[src/rtl/alu_result_buffer.sv]
// alu_result_buffer: capture FIFO behind the combinational ALU.
// Qualified ALU results are normalised and queued, then drained through a
// valid/ready handshake. Also keeps a sticky overflow flag and pulses an
// error when a reserved command is offered.
module alu_result_buffer #(
  parameter int SIZE  = 4,
  parameter int DEPTH = 4
) (
  input  logic                       clk,
  input  logic                       rst_n,
  input  logic                       in_valid,
  input  logic [3:0]                 in_command,
  input  logic [2*SIZE-1:0]          in_result,
  input  logic                       in_overflow,
  output logic                       in_ready,
  output logic                       out_valid,
  input  logic                       out_ready,
  output logic [3:0]                 out_command,
  output logic [2*SIZE-1:0]          out_result,
  output logic                       out_overflow,
  output logic                       out_zero,
  output logic [$clog2(DEPTH):0]     count,
  output logic                       sticky_overflow,
  input  logic                       clear_sticky,
  output logic                       err_illegal
);
  localparam int AW = $clog2(DEPTH);
  localparam int CW = AW + 1;
  localparam int RW = 2 * SIZE;

  logic [3:0]    cmd_mem [DEPTH];
  logic [RW-1:0] res_mem [DEPTH];
  logic          ovf_mem [DEPTH];

  logic [AW-1:0] head_q, head_d, tail_q, tail_d;
  logic [CW-1:0] count_q, count_d;
  logic          sticky_q, sticky_d;
  logic          err_q, err_d;

  logic          legal, logic_op, offer, push, pop;
  logic [RW-1:0] norm_res;
  logic          norm_ovf;

  assign in_ready  = (count_q != CW'(DEPTH));
  assign out_valid = (count_q != '0);

  assign legal    = (in_command <= 4'h5);
  assign logic_op = (in_command[3:2] == 2'b00);
  assign offer    = in_valid && in_ready;
  assign push     = offer && legal;
  assign pop      = out_valid && out_ready;

  // Logic ops only produce a SIZE-bit result and never overflow.
  assign norm_res = logic_op ? {{SIZE{1'b0}}, in_result[SIZE-1:0]} : in_result;
  assign norm_ovf = logic_op ? 1'b0 : in_overflow;

  // Next-state for FIFO control and status flags.
  always_comb begin
    head_d   = head_q;
    tail_d   = tail_q;
    count_d  = count_q;
    sticky_d = sticky_q;
    err_d    = offer && !legal;
    if (push) tail_d = tail_q + 1'b1;
    if (pop)  head_d = head_q + 1'b1;
    case ({push, pop})
      2'b10:   count_d = count_q + 1'b1;
      2'b01:   count_d = count_q - 1'b1;
      default: count_d = count_q;
    endcase
    // A set in the same cycle as a clear must win.
    if (push && norm_ovf)  sticky_d = 1'b1;
    else if (clear_sticky) sticky_d = 1'b0;
  end

  // Control state registers with synchronous reset.
  always_ff @(posedge clk) begin
    if (!rst_n) begin
      head_q   <= '0;
      tail_q   <= '0;
      count_q  <= '0;
      sticky_q <= 1'b0;
      err_q    <= 1'b0;
    end else begin
      head_q   <= head_d;
      tail_q   <= tail_d;
      count_q  <= count_d;
      sticky_q <= sticky_d;
      err_q    <= err_d;
    end
  end

  // Entry storage; contents are don't-care until written, so no reset.
  always_ff @(posedge clk) begin
    if (rst_n && push) begin
      cmd_mem[tail_q] <= in_command;
      res_mem[tail_q] <= norm_res;
      ovf_mem[tail_q] <= norm_ovf;
    end
  end

  // Head data is forced to zero while the queue is empty.
  always_comb begin
    out_command  = '0;
    out_result   = '0;
    out_overflow = 1'b0;
    out_zero     = 1'b0;
    if (out_valid) begin
      out_command  = cmd_mem[head_q];
      out_result   = res_mem[head_q];
      out_overflow = ovf_mem[head_q];
      out_zero     = (res_mem[head_q] == '0);
    end
  end

  assign count           = count_q;
  assign sticky_overflow = sticky_q;
  assign err_illegal     = err_q;
endmodule
[config.mk]
export PLATFORM = sky130hd
export DESIGN_NAME = alu_result_buffer
export DESIGN_NICKNAME = d
export VERILOG_FILES = /design/src/rtl/alu_result_buffer.sv
export SDC_FILE = /design/constraint.sdc
export NUM_CORES = 1
export LEC_CHECK = 0
export CORE_ASPECT_RATIO = 0.75
export CORE_MARGIN = 2
export CORE_UTILIZATION = 45
export CTS_CLUSTER_DIAMETER = 80
export CTS_CLUSTER_SIZE = 8
export DETAILED_ROUTE_END_ITERATION = 7
export DONT_BUFFER_PORTS = 1
export HOLD_SLACK_MARGIN = 0.08
export RECOVER_POWER = 25
export SYNTH_ARGS = -nofsm -noshare
export SYNTH_HDL_FRONTEND = slang
export SYNTH_SLANG_ARGS = --single-unit
[constraint.sdc]
create_clock -name clk -period 4.85 [get_ports clk]
set_clock_uncertainty 0.05 [all_clocks]
set_input_delay 0.97 -clock clk [delete_from_list [all_inputs] [get_ports clk]]
set_output_delay 0.97 -clock clk [all_outputs]
set_load 0.1 [all_outputs]
==> results.md <==
| Group | Parameter | Value |
| --- | --- | --- |
| outcome | Result of the run | finished, final reports clean |
| cells and area | Share of layout cells above drive strength 1 | 29.4% |
| power | Power share of the clock group | 20.3% |
| sta | Max-slew violation total from the final report | 0 |
| die | Initial core utilization | 47.6% |
| sta | Worst-case hold slack | 0.481 ns |
| critical path | Worst endpoint data arrival time | 2.64 ns |
| cells and area | Non-filler cells in the finished layout | 262 |
| global route | Maximum number of pins on one net before global-route repair | 16 |
| clocking | Post-CTS Hold Fix Bufs | 0 |
| placed design | Placed Area | 0.00284 mm^2 |
| clocking | Clk buf depth | 2 |
| logic synthesis | Syn_nets | 180 |
| global route | Number of global-route vias before repair | 1458 |
| cells and area | Area of all placed cells without fillers | 0.00301 mm^2 |
| cells and area | Post-layout nets | 206 |
| power | Switching power | 0.849 mW |
| drt | Vias after detailed routing | 1368 |
| cells and area | Layout overhead on the synthesized area | 16.1% |
| logic synthesis | Average instance area after synthesis | 16.6 um^2 |
| sta | Top achievable clock speed | 273 MHz |
| drt | Remaining design rule violation count | 0 |
| critical path | Maximum fanout along the worst path | 15 |
| die | Die area | 0.00638 mm^2 |
| critical path | Launch point of the worst reg-to-reg path | count[0] |
| clocking | CTS H-tree lvls | 3 |
| logic synthesis | Register bit count reported by yosys | 63 |
| placed design | Gpl congestion | 0.850 |
| logic synthesis | Library cells used by synthesis | 29 |
| drt | Wire length per cell after detailed routing | 18.2 um |
| power | Final Power | 1.84 mW |
| logic synthesis | Number of enable-type register cells in the synthesized netlist | 52 |
| logic synthesis | Fraction of registers with async set or reset after synthesis | 0% |
| critical path | FF-to-FF setup slack | 1.82 ns |
| cells and area | N_diodes | 0 |
| placed design | Pre-CTS WS | 1.54 ns |
| cells and area | Core Util, Final | 55.3% |
| drt | Number of design-rule violations left by the first detailed-router iteration | 81 |
| placed design | Post-DP HPWL | 3230 um |
| clocking | Number of clock sinks | 63 |
| cells and area | Layout filler cell count | 432 |
| clocking | Buffer count from post-CTS setup fixing | 0 |
| logic synthesis | Post-Synthesis Cell Area | 0.00259 mm^2 |
| power | Internal power | 0.993 mW |
| clocking | Root buf cell | clkbuf_8 |
| critical path | Worst path required time | 3.83 ns |
| clocking | CTS tree | done |
| logic synthesis | Synthesized instance count | 156 |
| critical path | Sort of element at the start of the critical path | flop |
| drt | Total Wirelength | 4770 um |
| sta | Unrepaired setup endpoints after global routing | no |
| power | Sequential fraction of design power | 37.4% |
| die | Vert. Die Dim | 69.7 um |
| sta | Final worst-path setup slack | 1.19 ns |
| sta | Count of final hold-check violations | 0 |
| die | Ports | 39 |
| critical path | Critical setup path kind | flop to output pin |
| critical path | Startpoint of the most critical setup path | count[1] |
| drt | Drt pass-1 iters | 4 |
| power | Switch share | 46.1% |
| clocking | Latest clock arrival within the worst-skew pair | 0.34 ns |
| global route | First-pass GRT wire length | 7620 um |
| logic synthesis | Leading register cell type out of synthesis | edfxtp_1 |
| sta | Worst slew pin tran | 1.15 ns |
| drt | Post-route ant nets | 0 |
| power | Static Leakage | 1.03 nW |
| cells and area | Top library cells by usage in the layout, fill and taps aside | edfxtp_1 (52), buf_4 (19), nor2b_2 (13) |
| global route | Grt ovf | 0 |
| global route | Aggregate global-route resource usage | 16.7% |
| global route | Routing usage on met1 | 20.2% |
| min path | Worst min path class | flop to flop |
| sta | Tcrit/Tclk final | 75.4% |
| clocking | Clock-pin slew of the registers on the worst-case setup and hold paths | 0.06 ns |
| flow run | Max-capacitance violation count | 0 |
| global route | Met2 Track Usage GR | 25.2% |
| sta | # setup viols final | 0 |
| critical path | Critical Path Sink Type | output pin |
| sta | Post-Route Setup TNS | 0 ns |
| critical path | Crit Reg-Reg Endpoint | count[2] |
| clocking | TritonCTS buffer count | 9 |
| power | Logic gate share of total power | 42.3% |
| critical path | Reg2Reg Depth | 9 |
| global route | Global-route track usage on met3 | 7.50% |
| die | Standard-cell row count | 23 |
| drt | Post-DR vias/cell | 5.22 |
| power | Total power divided by cell area | 613 mW/mm^2 |
| die | Core area | 0.00544 mm^2 |
| clocking | Post-CTS resize count | 0 |
| sta | Max-slew headroom at the worst pin | 23.1% |
| cells and area | Most common library cell in the layout ignoring fill and taps | edfxtp_1 |
| placed design | Cell total after placement | 246 |
| sta | Period minus WS final | 3.66 ns |
| power | Peak supply drop | 0.000199 V |
| global route | Number of antenna violations at the first check in global routing | 0 |
| logic synthesis | Sequential fraction of the synthesis area | 68.8% |
| placed design | Number of buffer cells added on primary ports | 0 |
| global route | Busiest layer in global routing | met2 |
| die | DIE WIDTH | 91.6 um |
| critical path | Capturing element of the worst setup path | out_result[2] |
| logic synthesis | Count of warnings emitted by yosys | 0 |
==> power by group through the flow <==
stage | combinational, mW | clock [mW] | sequential [mW]
detailed placement | 0.779 | 0 | 0.701
CTS | 0.783 | 0.386 | 0.690
global placement | 0.776 | 0 | 0.698
floorplan | 0.629 | 0 | 0.703
global route | 0.817 | 0.410 | 0.693
finish | 0.778 | 0.374 | 0.690
==> worst min path at each step <==
stage / depth (start not counted) / end / slack, ns / start
5_1_grt: 2 / flop / 0.54 / head_q[1]
3_3_place_gp: 2 / head_q[0] / 0.48 / head_q[0]
2_1_floorplan: 2 / flop / 0.43 / head_q[1]
6_report: 2 / flop / 0.48 / head_q[1]
4_1_cts: 2 / head_q[0] / 0.49 / head_q[0]
3_5_place_dp: 2 / head_q[0] / 0.47 / head_q[0]
==> sequential cells by signal, indices dropped and copies added, names as in the netlist, named ones only <==
signal	cells
res_mem	32
cmd_mem	16
ovf_mem	4
count	3
head_q	2
tail_q	2
err_illegal	1
sticky_overflow	1
==> logic make-up (layout without fill, tap and decap cells) <==
| logic type | after synthesis | count (layout) | share of synthesized area, % |
|---|---|---|---|
| simple gates | 41 | 41 | 8.89 |
| buf+inv | 17 | 48 | 2.95 |
| compound gates | 12 | 12 | 2.90 |
| mux | 13 | 13 | 11.9 |
| flops | 63 | 63 | 68.8 |
| fa+ha+maj | 6 | 6 | 3.19 |
| xor+xnor | 4 | 4 | 1.35 |
==> critical path, cell delays in order, from the launching register on <==
cell	delay, ns
dfxtp_1	1.08
nor3_2	0.08
buf_4	0.26
nor2b_2	0.88
==> cells in the mapped netlist (3+ instances only) <==
library cell	instances	area [um^2]
inv_1	12	45.0
ha_1	5	62.6
mux4_1	4	105
a21oi_1	5	25.0
nand4_1	3	18.8
dfxtp_1	11	220
nor2_1	12	45.0
xor2_1	4	35.0
mux4_2	9	203
nor2b_1	17	106
edfxtp_1	52	1560
==> final cells by class <==
class                   count  area, um^2  share of cell area (%)
inverters                  13        48.8                    1.62
clock inverters             2        8.76                   0.291
repair buffers             19         143                    4.75
multi-input cells          76         777                    25.9
flip-flops and latches     63        1780                    59.3
well taps                  75        93.8                    3.12
clock buffers              14         153                    5.08
==> metal layers <==
layer / vias to the layer above / routed length [um] / share of wire (%)
met4: 0 / 110 / 2.3
met1: 682 / 2100 / 44
met5: - / 0 / 0
li1: 642 / - / -
met2: 33 / 2220 / 46
met3: 11 / 340 / 7.1
(Power assumes the default switching activity.)
